**src/rtl/shiftreg_slave_pkg.sv**
```systemverilog
// Shared state encoding and sizing helpers for the shiftreg serial-link responder.
package shiftreg_slave_pkg;

    typedef enum logic [1:0] {
        SYNC  = 2'd0,
        SHIFT = 2'd1,
        LATCH = 2'd2
    } state_t;

    localparam int SYNC_STAGES = 2;

    // Smallest bit count that can represent value-1.
    function automatic int clog2(input int value);
        int result;
        result = 0;
        for (int i = 0; i < 31; i++) begin
            if ((1 << i) < value) result = i + 1;
        end
        return result;
    endfunction

endpackage

```
**src/rtl/shiftreg_in_sync.sv**
```systemverilog
// Synchronizer and rise/fall pulse generator for one asynchronous link input.
// With SHIFTREG_SLAVE_GLITCH_FILTER_EN defined, a stability filter sits after the synchronizer.
module shiftreg_in_sync
    import shiftreg_slave_pkg::*;
#(
    parameter int   FILTER_LEN = 3,
    parameter logic RST_VAL    = 1'b0
) (
    input  logic clk,
    input  logic rst_n,
    input  logic i_async,
    output logic o_level,
    output logic o_rise,
    output logic o_fall
);

    logic [SYNC_STAGES-1:0] r_sync;
    logic                   r_prev;
    logic                   w_level;

    always_ff @(posedge clk or negedge rst_n) begin
        if (!rst_n) begin
            r_sync <= {SYNC_STAGES{RST_VAL}};
        end else begin
            r_sync <= {r_sync[SYNC_STAGES-2:0], i_async};
        end
    end

`ifdef SHIFTREG_SLAVE_GLITCH_FILTER_EN
    logic [3:0] r_filt_cnt;
    logic       r_filt;

    // A new level is accepted only once it has been seen FILTER_LEN clk in a row.
    always_ff @(posedge clk or negedge rst_n) begin
        if (!rst_n) begin
            r_filt_cnt <= '0;
            r_filt     <= RST_VAL;
        end else if (r_sync[SYNC_STAGES-1] == r_filt) begin
            r_filt_cnt <= '0;
        end else if (r_filt_cnt == 4'(FILTER_LEN - 1)) begin
            r_filt     <= r_sync[SYNC_STAGES-1];
            r_filt_cnt <= '0;
        end else begin
            r_filt_cnt <= r_filt_cnt + 4'd1;
        end
    end

    assign w_level = r_filt;
`else
    localparam int unused_filter_len = FILTER_LEN;

    assign w_level = r_sync[SYNC_STAGES-1];
`endif

    always_ff @(posedge clk or negedge rst_n) begin
        if (!rst_n) begin
            r_prev <= RST_VAL;
        end else begin
            r_prev <= w_level;
        end
    end

    assign o_level = w_level;
    assign o_rise  = w_level & ~r_prev;
    assign o_fall  = ~w_level & r_prev;

endmodule

```
**src/rtl/shiftreg_slave.sv**
```systemverilog
// Responder end of the shiftreg serial expansion link (74HC165/74HC595-style chain).
// Optional input glitch filter: define SHIFTREG_SLAVE_GLITCH_FILTER_EN.
module shiftreg_slave
    import shiftreg_slave_pkg::*;
#(
    parameter int WIDTH      = 8,
    parameter int FILTER_LEN = 3
) (
    input  logic             clk,
    input  logic             rst_n,
    input  logic             sclk,
    input  logic             load,
    input  logic             din,
    output logic             dout,
    input  logic [WIDTH-1:0] tx_data,
    output logic [WIDTH-1:0] rx_data,
    output logic             rx_valid,
    output logic             frame_err
);

    localparam int               CNT_W    = clog2(WIDTH + 2);
    localparam logic [CNT_W-1:0] CNT_FULL = CNT_W'(WIDTH);
    localparam logic [CNT_W-1:0] CNT_SAT  = CNT_W'(WIDTH + 1);

    logic w_sclk_lvl, w_sclk_rise, w_sclk_fall;
    logic w_load_lvl, w_load_rise, w_load_fall;
    logic w_din_lvl, w_din_rise, w_din_fall;
    logic w_unused;

    state_t           r_state;
    logic [CNT_W-1:0] r_bit_cnt;
    logic [WIDTH-1:0] r_rx_shift;
    logic [WIDTH-1:0] r_tx_shift;
    logic             r_dout;
    logic [WIDTH-1:0] r_rx_data;
    logic             r_rx_valid;
    logic             r_frame_err;

    shiftreg_in_sync #(.FILTER_LEN(FILTER_LEN), .RST_VAL(1'b0)) u_sclk_sync (
        .clk     (clk),
        .rst_n   (rst_n),
        .i_async (sclk),
        .o_level (w_sclk_lvl),
        .o_rise  (w_sclk_rise),
        .o_fall  (w_sclk_fall)
    );

    // load resets high so a frame already in progress at reset release is
    // not mistaken for a new frame start; it must drop and rise again.
    shiftreg_in_sync #(.FILTER_LEN(FILTER_LEN), .RST_VAL(1'b1)) u_load_sync (
        .clk     (clk),
        .rst_n   (rst_n),
        .i_async (load),
        .o_level (w_load_lvl),
        .o_rise  (w_load_rise),
        .o_fall  (w_load_fall)
    );

    shiftreg_in_sync #(.FILTER_LEN(FILTER_LEN), .RST_VAL(1'b0)) u_din_sync (
        .clk     (clk),
        .rst_n   (rst_n),
        .i_async (din),
        .o_level (w_din_lvl),
        .o_rise  (w_din_rise),
        .o_fall  (w_din_fall)
    );

    assign w_unused = &{1'b0, w_sclk_lvl, w_sclk_fall, w_din_rise, w_din_fall};

    // r_dout is loaded with the same value as the next r_tx_shift[0], so the
    // first bit appears without an extra register stage.
    always_ff @(posedge clk or negedge rst_n) begin
        if (!rst_n) begin
            r_state     <= SYNC;
            r_bit_cnt   <= '0;
            r_rx_shift  <= '0;
            r_tx_shift  <= '0;
            r_dout      <= 1'b0;
            r_rx_data   <= '0;
            r_rx_valid  <= 1'b0;
            r_frame_err <= 1'b0;
        end else begin
            r_rx_valid  <= 1'b0;
            r_frame_err <= 1'b0;
            case (r_state)
                SYNC: begin
                    if (w_load_rise) begin
                        r_tx_shift <= tx_data;
                        r_dout     <= tx_data[0];
                        r_bit_cnt  <= '0;
                        r_state    <= SHIFT;
                    end
                end
                SHIFT: begin
                    if (w_load_fall) begin
                        r_state <= LATCH;
                    end else if (w_sclk_rise && w_load_lvl) begin
                        r_rx_shift <= {r_rx_shift[WIDTH-2:0], w_din_lvl};
                        r_tx_shift <= {1'b0, r_tx_shift[WIDTH-1:1]};
                        r_dout     <= r_tx_shift[1];
                        if (r_bit_cnt != CNT_SAT) begin
                            r_bit_cnt <= r_bit_cnt + CNT_W'(1);
                        end
                    end
                end
                LATCH: begin
                    if (r_bit_cnt == CNT_FULL) begin
                        r_rx_data  <= r_rx_shift;
                        r_rx_valid <= 1'b1;
                    end else begin
                        r_frame_err <= 1'b1;
                    end
                    r_state <= SYNC;
                end
                default: r_state <= SYNC;
            endcase
        end
    end

    assign dout      = r_dout;
    assign rx_data   = r_rx_data;
    assign rx_valid  = r_rx_valid;
    assign frame_err = r_frame_err;

endmodule

```
**config.mk**
```make
export PLATFORM = sky130hd
export DESIGN_NAME = shiftreg_slave
export DESIGN_NICKNAME = d
export VERILOG_FILES = /design/src/rtl/shiftreg_slave_pkg.sv /design/src/rtl/shiftreg_in_sync.sv /design/src/rtl/shiftreg_slave.sv
export SDC_FILE = /design/constraint.sdc
export NUM_CORES = 1
export LEC_CHECK = 0
export CELL_PAD_IN_SITES_DETAIL_PLACEMENT = 0
export CELL_PAD_IN_SITES_GLOBAL_PLACEMENT = 1
export CORE_MARGIN = 5
export CORE_UTILIZATION = 44
export DETAILED_ROUTE_END_ITERATION = 10
export MAX_ROUTING_LAYER = met4
export PLACE_DENSITY = 0.84
export SYNTH_ARGS = -nofsm -noshare
export SYNTH_HDL_FRONTEND = slang
export SYNTH_SLANG_ARGS = --single-unit
```
**constraint.sdc**
```tcl
create_clock -name clk -period 1.9 [get_ports clk]
set_input_delay 0.285 -clock clk [delete_from_list [all_inputs] [get_ports clk]]
set_output_delay 0.285 -clock clk [all_outputs]
set_load 0.05 [all_outputs]
```
# ---- Yosys cells after proc, flatten, opt, wreduce, memory -nomap -nowiden
# Cells that the tools add are included.
dict set report word_totals {
  register_bits 41
  latchBits 0
  ramBits 0
  romBits 0
  input_bits 13
  output_inout_bits 11
  word_cells 58
  memories 0
}
dict set report op_classes {
  addsub 1
  n_mul 0
  div 0
  n_lt_le_gt_ge 0
  eq_ne 9
  n_shift 0
  n_mux 20
  bitwise_logic 7
  n_reduce_logical 8
}
# cell n
set op_table {}
lappend op_table {{2-to-1 mux 8 bit} 3}
lappend op_table {{2-to-1 mux 4 bit} 4}
lappend op_table {{case mux 8 bit (2 select lines)} 1}
lappend op_table {{case mux 4 bit (2 select lines)} 1}
lappend op_table {{2-to-1 mux 1 bit} 7}
lappend op_table {{inequality test 2 bit (second input constant)} 3}
lappend op_table {{AND reduction 5 bit} 1}
lappend op_table {{adder 4 x 1 -> 4 bit (second input constant)} 1}
lappend op_table {{equality test 4 bit (second input constant)} 1}
lappend op_table {{2-to-1 mux 2 bit} 2}
lappend op_table {{inequality test 2 x 1 -> 1 bit (second input constant)} 2}
lappend op_table {{inequality test 4 bit (second input constant)} 1}
lappend op_table {{NOT 1 bit} 4}
lappend op_table {{case mux 2 bit (2 select lines)} 1}
lappend op_table {{AND reduction 2 bit} 2}
lappend op_table {{AND reduction 4 bit} 1}
lappend op_table {{bitwise AND 1 bit} 3}
lappend op_table {{AND reduction 3 bit} 1}
lappend op_table {{equality test 2 x 1 -> 1 bit (second input constant)} 1}
lappend op_table {{equality test 2 bit (second input constant)} 1}
lappend op_table {{zero test 2 bit} 1}
lappend op_table {{case mux 1 bit (2 select lines)} 1}
lappend op_table {{nonzero test 2 bit} 1}
lappend op_table {{logical AND 1 bit} 1}

# ---- Longest topological paths before layout
# Gate-level depths: netlist of the first run.
dict set report logic_depth {
  depth_word 6
  mapped_depth 5
}

# ---- By module
# From an unflattened synthesis of the first run, not the netlist that was laid out.
dict set report unflattened {
  cells_unflattened 136
  area_unflattened_um2 1652.8
}
# module instances cells_each area_each_um2 seq_area_each_um2
set modules_own_cells {}
lappend modules_own_cells {shiftreg_slave 1 121 1378.8 800.8}
lappend modules_own_cells {{shiftreg_in_sync (u_din_sync ...)} 2 5 90.1 75.1}
lappend modules_own_cells {{shiftreg_in_sync (u_load_sync)} 1 5 93.8 78.8}

# ---- Worst setup path before layout of the first run
# Ideal clock, no wire load.
dict set report synth_path {
  kind {reg-to-reg}
  startpoint {register r_state[0]}
  endpoint {register r_tx_shift[2]}
  setup_time_ns 0.125
  t_arrival_ns 1.475
  slack_ns 0.300
  stages_incl_launch_ff 6
  synth_period_minus_slack_ns 1.600
  cell_sequence {dfrtp_1 buf_6 nor2b_1 buf_2 mux2_2 mux2_4}
}
dict set report synth_between {
  elab_chain_len 3
}
# element line_no
set synth_rtl {}
lappend synth_rtl {{start, declared} shiftreg_slave.sv:30} ;# state_t r_state;
lappend synth_rtl {{start signal, assigned} shiftreg_slave.sv:74} ;# r_state <= SYNC;
lappend synth_rtl {{start signal, assigned} shiftreg_slave.sv:91} ;# r_state <= SHIFT;
lappend synth_rtl {{start signal, assigned} shiftreg_slave.sv:96} ;# r_state <= LATCH;
lappend synth_rtl {{equality test 2 x 1 -> 1 bit or zero test 2 bit (tied branches)} shiftreg_slave.sv:85} ;# case (r_state)
lappend synth_rtl {{inequality test 2 bit (no line) (tied with other cells)} n/a}
lappend synth_rtl {{AND reduction 4 bit (no line)} n/a}
lappend synth_rtl {{end signal, assigned} shiftreg_slave.sv:88} ;# r_tx_shift <= tx_data;
lappend synth_rtl {{end signal, assigned} shiftreg_slave.sv:99} ;# r_tx_shift <= {1'b0, r_tx_shift[WIDTH-1:1]};
lappend synth_rtl {{end, declared} shiftreg_slave.sv:33} ;# logic [WIDTH-1:0] r_tx_shift;
# Several ways; a longest one is shown, not always the timed one.
# A chain may end at the register's enable or synchronous reset.

==> impl_metrics.tcl, run 1 <==
set metrics [dict create \
    hpwl_um 1943 \
    vias 958 \
    final_layout_size_suffix_gt1_share_pct 33.79 \
    setup-tns-final_ns 0 \
    synthCells 113 \
    ys_seq_elements 40 \
    powerDensity_nw_per_um2 1003 \
    cts_buffer_depth 2 \
    dr.first_iter.drc_count 54 \
    critical_path_required_ns 1.62 \
    max-slew-margin-rel_pct 64.70 \
    min_period_over_period_pct 91.99 \
    crit_path_cell_trace "clkdlybuf4s50_1" \
    clkLatencyLatePin_ns 0.29 \
    die_w_um 72.12 \
    ys_types 32 \
    fillers 332 \
    synth_top_area_share_pct 54.53 \
    num_rows 22 \
    syn2layout_area_growth_pct 22.33 \
    fin_crit_ns 1.748 \
    core-area_um2 3689 \
    cts_setup_buffers 0 \
    ys_seq_area_share_pct 59.17 \
    grt.overflow.total 0 \
    postCtsHoldBufs 0 \
    antenna_found_initial 0 \
    synth_top_area_cell "dfrtp_1" \
    cp_top_family "buffers and inverters" \
    hold_slack_ns 0.03443 \
    fin_skew_ns 0.004525 \
    drcViolationCount 0 \
    die-area_um2 5201 \
    start_kind "flop" \
    hold_class "primary input to async pin" \
    fmax_mhz 572.1 \
    cp_max_fo 2 \
    cap_violations 0 \
    dr.pass1.iters 4 \
    nets 160 \
    rsz0062_at_grt "false" \
    crit_slowest_cell "clkdlybuf4s50_1" \
    ant_nets 0 \
    htree_levels 2 \
    synth_nets 129 \
    outcome "finished, final reports clean" \
    routabilityCongestion 0.7265 \
    rr_startpoint "r_bit_cnt[0]" \
    crit_arrival_ns 1.46 \
    synthTopCellsByArea "dfrtp_1 (55%), mux2_2 (14%), mux2_4 (7.1%)" \
    track_usage_pct 12.61 \
    drv_slew 0 \
    cts_resized 0 \
    crit_path_end_kind "primary output" \
    p_leak_uw 0.0009366 \
    initial_core_util_pct 46.03 \
    yosys_warnings 0 \
    hold_viol 0 \
    grt_max_degree 41 \
    avgRoutedWirePerCell_um 14.10 \
    grt_pass1_vias 1046 \
    irDropWorstVdd_v 0.0005782 \
    tritoncts "built" \
    path_buf_inv 1 \
    n_antenna_cell 0 \
    clockRootBuffer "clkbuf_8" \
    wl_um 2722 \
    via_per_inst 4.964 \
    die_y_um 72.12 \
    clkTransAtPathRegs_ns 0.07 \
    ios 24 \
    cp-startpoint "r_tx_shift[0]" \
    grt_pass1_wl_um 4892 \
    worstMarginPinSlew_ns 0.5162 \
    cts_buffers 5 \
    critPathMaxStageDelay_ns 0.81 \
    port_buffers 23 \
    place_ws_ns 0.2213 \
    fin_ws_ns 0.1521 \
    report.final.setup_viol 0 \
    avgSynthCellArea_um2 15.03 \
    setup.worst_path.class "flop to primary output" \
    cts_num_sinks 40 \
    fin_util_pct 56.31 \
    synth_area_um2 1698 \
]
==> where the power goes <==
| part | internal (µW) | leakage (µW) | total (µW) | switching [µW] |
|---|---|---|---|---|
| Combinational | 262 | 0.000384 | 448 | 186 |
| Sequential | 996 | 0.000511 | 1090 | 94.9 |
| Clock | 256 | 0.0000412 | 544 | 288 |
| Total | 1510 | 0.000937 | 2080 | 568 |
==> cell families (layout without fill, tap and decap cells) <==
family | count (synthesis) | count (layout) | share of synthesized area (%)
flops | 40 | 40 | 59.18
mux | 31 | 31 | 22.33
simple gates | 21 | 21 | 8.623
compound gates | 9 | 9 | 4.716
buf+inv | 8 | 40 | 2.358
fa+ha+maj | 4 | 4 | 2.801
==> flip-flops by register name, summed over array words and instances (netlist names) <==
| name | flops |
|---|---|
| r_rx_shift | 8 |
| r_tx_shift | 8 |
| rx_data | 8 |
| r_bit_cnt | 4 |
| r_state | 2 |
| u_din_sync.r_sync | 2 |
| u_load_sync.r_sync | 2 |
| u_sclk_sync.r_sync | 2 |
| frame_err | 1 |
| rx_valid | 1 |
| u_load_sync.r_prev | 1 |
| u_sclk_sync.r_prev | 1 |
==> placed cells by master (no fill, tap or decap), types with 2 or more instances in the layout <==
cell type         n
buf_4             4
dfstp_2           3
nand2b_1          2
dfrtp_1          37
nor2b_1           6
clkdlybuf4s50_1  22
ha_1              3
inv_1             5
mux2_2           21
clkbuf_8          5
nand3_1           2
mux2_1            2
and3_1            2
mux2_4            8
==> path summary, 6_finish.rpt <==
| kind | endpoint | slack (ns) | cells past startpoint |
|---|---|---|---|
| worst max-delay path | dout | 0.15 | 1 |
| worst min-delay path | r_tx_shift[3] | 0.03 | 2 |
| worst max register to register | rx_data[5] | 0.22 | 5 |
| worst min register to register | u_din_sync.r_sync[1] | 0.35 | 0 |
| max in group asynchronous | u_load_sync.r_prev | 1.51 | 2 |
| min in group clk | u_din_sync.r_sync[1] | 0.35 | 0 |
==> per-layer routing <==
layer	GRT usage [%]	vias up	wire (µm)
met5	-	-	0
met4	5.637	0	55
met3	4.571	6	118
met2	18.10	18	1300
met1	15.92	475	1249
li1	-	459	-
==> cell usage after synthesis, drive strengths merged <==
library cell / n
nor2b: 7
o21ai: 1
o311ai: 1
buf: 3
o221ai: 1
a22oi: 1
ha: 3
nor3b: 1
or3b: 1
o2bb2ai: 1
maj3: 1
dfrtp: 37
nand4b: 1
and3: 2
dfstp: 3
a21oi: 1
mux2: 31
nor2: 1
nand2: 1
and3b: 1
a2111oi: 1
o211ai: 1
a211oi: 1
nand3: 2
inv: 5
nand3b: 1
nand2b: 3
==> through the flow <==
step	total power [µW]	instance area, µm²	cells
floorplan	1417	1698	113
finish	2083	2077	193
CTS	2115	2077	193
global route	2206	2077	193
detailed placement	1560	1992	185
global placement	1533	1992	185
==> final cells by class <==
cell class / instances / area [µm²] / share of cell area (%)
clock buffer: 6 / 72.57 / 3.494
clock inverter: 2 / 12.51 / 0.6024
inverter: 5 / 18.77 / 0.9036
multi-input combinational: 65 / 653.1 / 31.45
sequential: 40 / 1005 / 48.37
tap: 48 / 60.06 / 2.892
timing repair buffer: 27 / 255.2 / 12.29
Note: power is estimated with default switching activity, not from simulation.
==> run 2: changes to the inputs <==
--- a/config.mk
+++ b/config.mk
@@ -5,10 +5,11 @@
 export SDC_FILE = /design/constraint.sdc
 export NUM_CORES = 1
 export LEC_CHECK = 0
+export ABC_AREA = 1
 export CELL_PAD_IN_SITES_DETAIL_PLACEMENT = 0
 export CELL_PAD_IN_SITES_GLOBAL_PLACEMENT = 1
 export CORE_MARGIN = 5
-export CORE_UTILIZATION = 44
+export CORE_UTILIZATION = 41
 export DETAILED_ROUTE_END_ITERATION = 10
 export MAX_ROUTING_LAYER = met4
 export PLACE_DENSITY = 0.84
==> impl_metrics.tcl, run 2 <==
set metrics [dict create \
    drcViolationCount 0 \
    fin_skew_ns 0.005537 \
    fin_crit_ns 1.739 \
    final_common_cell "nand2_1" \
    hold_class "primary input to async pin" \
    crit_arrival_ns 1.45 \
    hold_slack_ns 0.04239 \
    ys_async_sr_fraction_pct 100.0 \
    synth_edf_count 0 \
    cts_resized 0 \
    clkLatencyLatePin_ns 0.29 \
    ys_seq_area_share_pct 58.32 \
    synth_nets 197 \
    synth_commonest_cells "nand2_1 (42), dfrtp_1 (37), inv_1 (25), o21ai_1 (17), nor2_1 (13)" \
    track_usage_pct 12.02 \
    synth.most_common_cell "nand2_1" \
    critical_path_required_ns 1.62 \
    drv_slew 0 \
    place_area_um2 1993 \
    max-slew-margin-rel_pct 66.99 \
    p_int_uw 1533 \
    cts_num_sinks 40 \
    die-area_um2 5599 \
    irDropWorstVdd_v 0.0005711 \
    dr.pass1.iters 4 \
    synth_top_area_share_pct 53.74 \
    fmax_mhz 574.9 \
    grt_max_degree 41 \
    nets 225 \
    clockRootBuffer "clkbuf_8" \
    final_layout_size_suffix_gt1_share_pct 12.38 \
    hpwl_um 2005 \
    synth_top_area_cell "dfrtp_1" \
    wl_um 2781 \
    p_leak_uw 0.0009791 \
    grt_pass1_wl_um 4947 \
    layout_common_cells "nand2_1 (42), dfrtp_1 (37), inv_1 (25)" \
    grt.overflow.total 0 \
    crit_path_end_kind "primary output" \
    avgRoutedWirePerCell_um 10.70 \
    report.final.setup_viol 0 \
    path_buf_inv 1 \
    ant_nets 0 \
    grt_pass1_vias 1165 \
    clkTransAtPathRegs_ns 0.07 \
    yosys_warnings 0 \
    die_w_um 74.83 \
    cts_setup_buffers 0 \
    synth_area_um2 1723 \
    setup.worst_path.class "flop to primary output" \
    synthTopCellsByArea "dfrtp_1 (54%), nand2_1 (9.2%), inv_1 (5.4%)" \
    postCtsHoldBufs 0 \
    min_period_over_period_pct 91.54 \
    p_total_uw 2321 \
    crit_slowest_cell "clkdlybuf4s50_1" \
    netSwitchingFraction_pct 33.96 \
    setup-tns-final_ns 0 \
    avgSynthCellArea_um2 9.519 \
    dr.first_iter.drc_count 56 \
    p_switching_uw 788.2 \
    ys_seq_elements 40 \
    final_cell_area_um2 2078 \
    synthCells 181 \
    routabilityCongestion 0.6937 \
    cp_top_family "buffers and inverters" \
    clkPwrFrac_pct 23.3 \
    num_rows 23 \
    power_frac_comb_pct 25.9 \
    ys_types 21 \
    hold_viol 0 \
    fin_ws_ns 0.1607 \
    critPathMaxStageDelay_ns 0.81 \
    rsz0062_at_grt "false" \
    syn2layout_area_growth_pct 20.62 \
    vias 1206 \
    via_per_inst 4.638 \
    n_antenna_cell 0 \
    tritoncts "built" \
    outcome "finished, final reports clean" \
    cts_buffers 5 \
    crit_path_cell_trace "clkdlybuf4s50_1" \
    die_y_um 74.83 \
    htree_levels 2 \
    port_buffers 23 \
    worstMarginPinSlew_ns 0.4935 \
    cp_max_fo 2 \
    p_seq_share_pct 50.8 \
    powerDensity_nw_per_um2 1117 \
    core-area_um2 4029 \
    place_ws_ns 0.4645 \
    ios 24 \
    cap_violations 0 \
    cts_buffer_depth 2 \
    antenna_found_initial 0 \
    initial_core_util_pct 42.76 \
    ys.flop_type "dfrtp_1" \
    start_kind "flop" \
]
[run 2: cell count changes after synthesis, sizes merged, moves of 3 or more]
cell and delta:
mux2 -31, nand4 +3, nand2 +43, nor2b -7, nand2b -3, nor2 +14, a21oi +3, nand3 +6
o21ai +28, inv +24
[run 2: metal layers]
metal	share of wire, %	routed length, µm	vias up	track usage, %
met1	46	1275	560	14.33
li1	-	-	621	-
met5	0	0	-	-
met4	2.0	57	0	5.336
met2	48	1327	16	19.05
met3	4.3	119	9	3.204
[run 2: logic make-up after synthesis]
family / after synthesis / synth area share, %
buf+inv: 33 / 8.206
xor+xnor: 1 / 0.5084
compound gates: 33 / 10.24
fa+ha+maj: 3 / 2.179
flops: 40 / 58.32
simple gates: 71 / 20.55
[run 2: metrics by stage]
step                util [%]  std cells
detailed placement     49.47        252
CTS                    51.58        260
finish                 51.58        260
global route           51.58        260
global placement       49.47        252
floorplan                  -        181
[run 2: final timing paths]
check	startpoint	end	slack, ns	cells after the start
max	rx_data[0]	rx_data[0]	0.16	1
min	rst_n	u_din_sync.r_sync[0]	0.04	2
max reg2reg	u_load_sync.r_sync[1]	r_bit_cnt[0]	0.46	7
min reg2reg	u_sclk_sync.r_sync[0]	u_sclk_sync.r_sync[1]	0.35	0
max in group asynchronous	rst_n	u_load_sync.r_prev	1.50	2
min in group clk	u_sclk_sync.r_sync[0]	u_sclk_sync.r_sync[1]	0.35	0
[run 2: power by group through the flow]
stage	sequential, µW	clock, µW	combinational (µW)
2_1_floorplan	1210	0	445
3_3_place_gp	1190	0	601
3_5_place_dp	1200	0	612
4_1_cts	1180	561	617
5_1_grt	1210	591	711
6_report	1180	541	600
[run 2: layout make-up]
cell class	count	area, µm²
well taps	50	62.56
flip-flops and latches	40	1005
inverters	29	108.9
clock buffers	6	72.57
multi-input cells	108	576.8
repair buffers	25	240.2
fillers	401	1951
clock inverters	2	12.51
==> run 3: changes to the inputs <==
--- a/config.mk
+++ b/config.mk
@@ -8,11 +8,11 @@
 export ABC_AREA = 1
 export CELL_PAD_IN_SITES_DETAIL_PLACEMENT = 0
 export CELL_PAD_IN_SITES_GLOBAL_PLACEMENT = 1
-export CORE_MARGIN = 5
-export CORE_UTILIZATION = 41
+export CORE_UTILIZATION = 47
 export DETAILED_ROUTE_END_ITERATION = 10
+export DONT_BUFFER_PORTS = 1
 export MAX_ROUTING_LAYER = met4
-export PLACE_DENSITY = 0.84
+export PLACE_DENSITY = 0.83
 export SYNTH_ARGS = -nofsm -noshare
 export SYNTH_HDL_FRONTEND = slang
 export SYNTH_SLANG_ARGS = --single-unit
==> impl_metrics.tcl, run 3 (same netlist as run 2, synthesis figures left out) <==
set metrics [dict create \
    drcViolationCount 0 \
    cts_buffers 5 \
    syn2layout_area_growth_pct 8.932 \
    clkLatencyLatePin_ns 0.34 \
    num_rows 21 \
    fin_crit_ns 1.548 \
    netSwitchingFraction_pct 33.85 \
    irDropWorstVdd_v 0.0007132 \
    routabilityCongestion 0.7300 \
    postCtsHoldBufs 5 \
    hold_viol 0 \
    grt_pass1_wl_um 4809 \
    cts_setup_buffers 0 \
    hpwl_um 1892 \
    clkPwrFrac_pct 21.1 \
    grt_use_met3_pct 5.292 \
    nets 205 \
    multiInputGateArea_um2 576.8 \
    cts_resized 0 \
    critPathMaxStageDelay_ns 0.46 \
    report.final.setup_viol 0 \
    cts_buffer_depth 2 \
    die-area_um2 3912 \
    critical_path_required_ns 2.09 \
    path_buf_inv 1 \
    crit_arrival_ns 1.74 \
    crit_path_end_kind "flop" \
    core-area_um2 3416 \
    crit_slowest_cell "nor3_4" \
    grt.overflow.total 0 \
    die_y_um 62.55 \
    wl_um 2687 \
    worstMarginPinSlew_ns 0.5627 \
    grt_max_degree 41 \
    layout_common_cells "nand2_1 (42), dfrtp_1 (37), inv_1 (25)" \
    fin_util_pct 54.95 \
    dr.pass1.iters 4 \
    final_common_cell "nand2_1" \
    setup.worst_path.class "flop to flop" \
    p_seq_share_pct 55.1 \
    die_w_um 62.55 \
    avgRoutedWirePerCell_um 11.39 \
    tritoncts "built" \
    n_antenna_cell 0 \
    top_usage_layer "met2" \
    crit_path_cell_trace "inv_1, ha_1, nand2_1, nor3_4, o21ai_0" \
    cp_top_family "simple AND/OR/NAND/NOR gates" \
    hold_class "primary input to flop" \
    powerDensity_nw_per_um2 1178 \
    antenna_found_initial 0 \
    min_period_over_period_pct 81.49 \
    fmax_mhz 645.8 \
    power_frac_comb_pct 23.8 \
    p_switching_uw 748.2 \
    dr.first_iter.drc_count 26 \
    htree_levels 2 \
    vias 1143 \
    r2r_slack_ns 0.35 \
    cap_violations 0 \
    setup-tns-final_ns 0 \
    p_int_uw 1462 \
    initial_core_util_pct 50.44 \
    outcome "finished, final reports clean" \
    cts_num_sinks 40 \
    clockRootBuffer "clkbuf_4" \
    grt_pass1_vias 1124 \
    track_usage_pct 16.57 \
    met1_usage_pct 18.73 \
    p_leak_uw 0.0009077 \
    clkTransAtPathRegs_ns 0.10 \
    start_kind "flop" \
    ios 24 \
    fin_skew_ns 0.01591 \
    rsz0062_at_grt "false" \
    fillers 322 \
    drv_slew 0 \
    max-slew-margin-rel_pct 62.37 \
    port_buffers 0 \
    cp_max_fo 17 \
    final-seq-area_um2 1005 \
    met2_usage_pct 26.22 \
    via_per_inst 4.843 \
    final_layout_size_suffix_gt1_share_pct 12.63 \
    ant_nets 0 \
]
run 3: final cells by class:
class                      count  share of cell area [%]
timing repair buffer           5                   3.200
clock buffer                   8                   3.667
multi-input combinational    108                   30.73
sequential                    40                   53.53
tap                           46                   3.067
inverter                      29                   5.800
run 3: routing by layer:
metal | share of wire [%] | wire, µm
met5 | 0 | 0
met2 | 49 | 1305
met3 | 4.9 | 132
met1 | 44 | 1181
met4 | 2.5 | 67
run 3: worst paths after layout:
| check | startpoint | to | depth (start not counted) |
|---|---|---|---|
| min in group asynchronous | rst_n | r_tx_shift[2] | 2 |
| max in group asynchronous | rst_n | u_load_sync.r_prev | 2 |
| hold reg to reg | u_load_sync.r_sync[0] | u_load_sync.r_sync[1] | 0 |
| setup / recovery | r_bit_cnt[0] | rx_data[4] | 5 |
| hold / removal | tx_data[7] | r_tx_shift[7] | 2 |
| setup reg to reg | r_bit_cnt[0] | rx_data[4] | 5 |
run 3: per-stage QoR:
step / worst slack [ns] / std cells / total power [µW] / instance area, µm² / hold slack, ns
2_1_floorplan: 0.6247 / 181 / 1654 / 1723 / -0.01059
3_3_place_gp: 0.4478 / 223 / 1720 / 1748 / -0.009617
3_5_place_dp: 0.3615 / 223 / 1743 / 1748 / -0.009555
4_1_cts: 0.3368 / 236 / 2243 / 1877 / 0.08534
5_1_grt: 0.1841 / 236 / 2375 / 1877 / 0.1003
6_report: 0.3516 / 236 / 2211 / 1877 / 0.1024
run 3: power groups by stage:
stage               Sequential, µW  Combinational, µW  Clock [µW]
finish                        1220                527         466
floorplan                     1210                445           0
global route                  1240                615         519
detailed placement            1240                506           0
global placement              1230                488           0
CTS                           1220                538         486
run 3: worst register-to-register path, stage by stage (launching register included):
cell     delay [ns]
dfrtp_1        0.45
inv_1          0.08
ha_1           0.13
nand2_1        0.10
nor3_4         0.46
o21ai_0        0.20
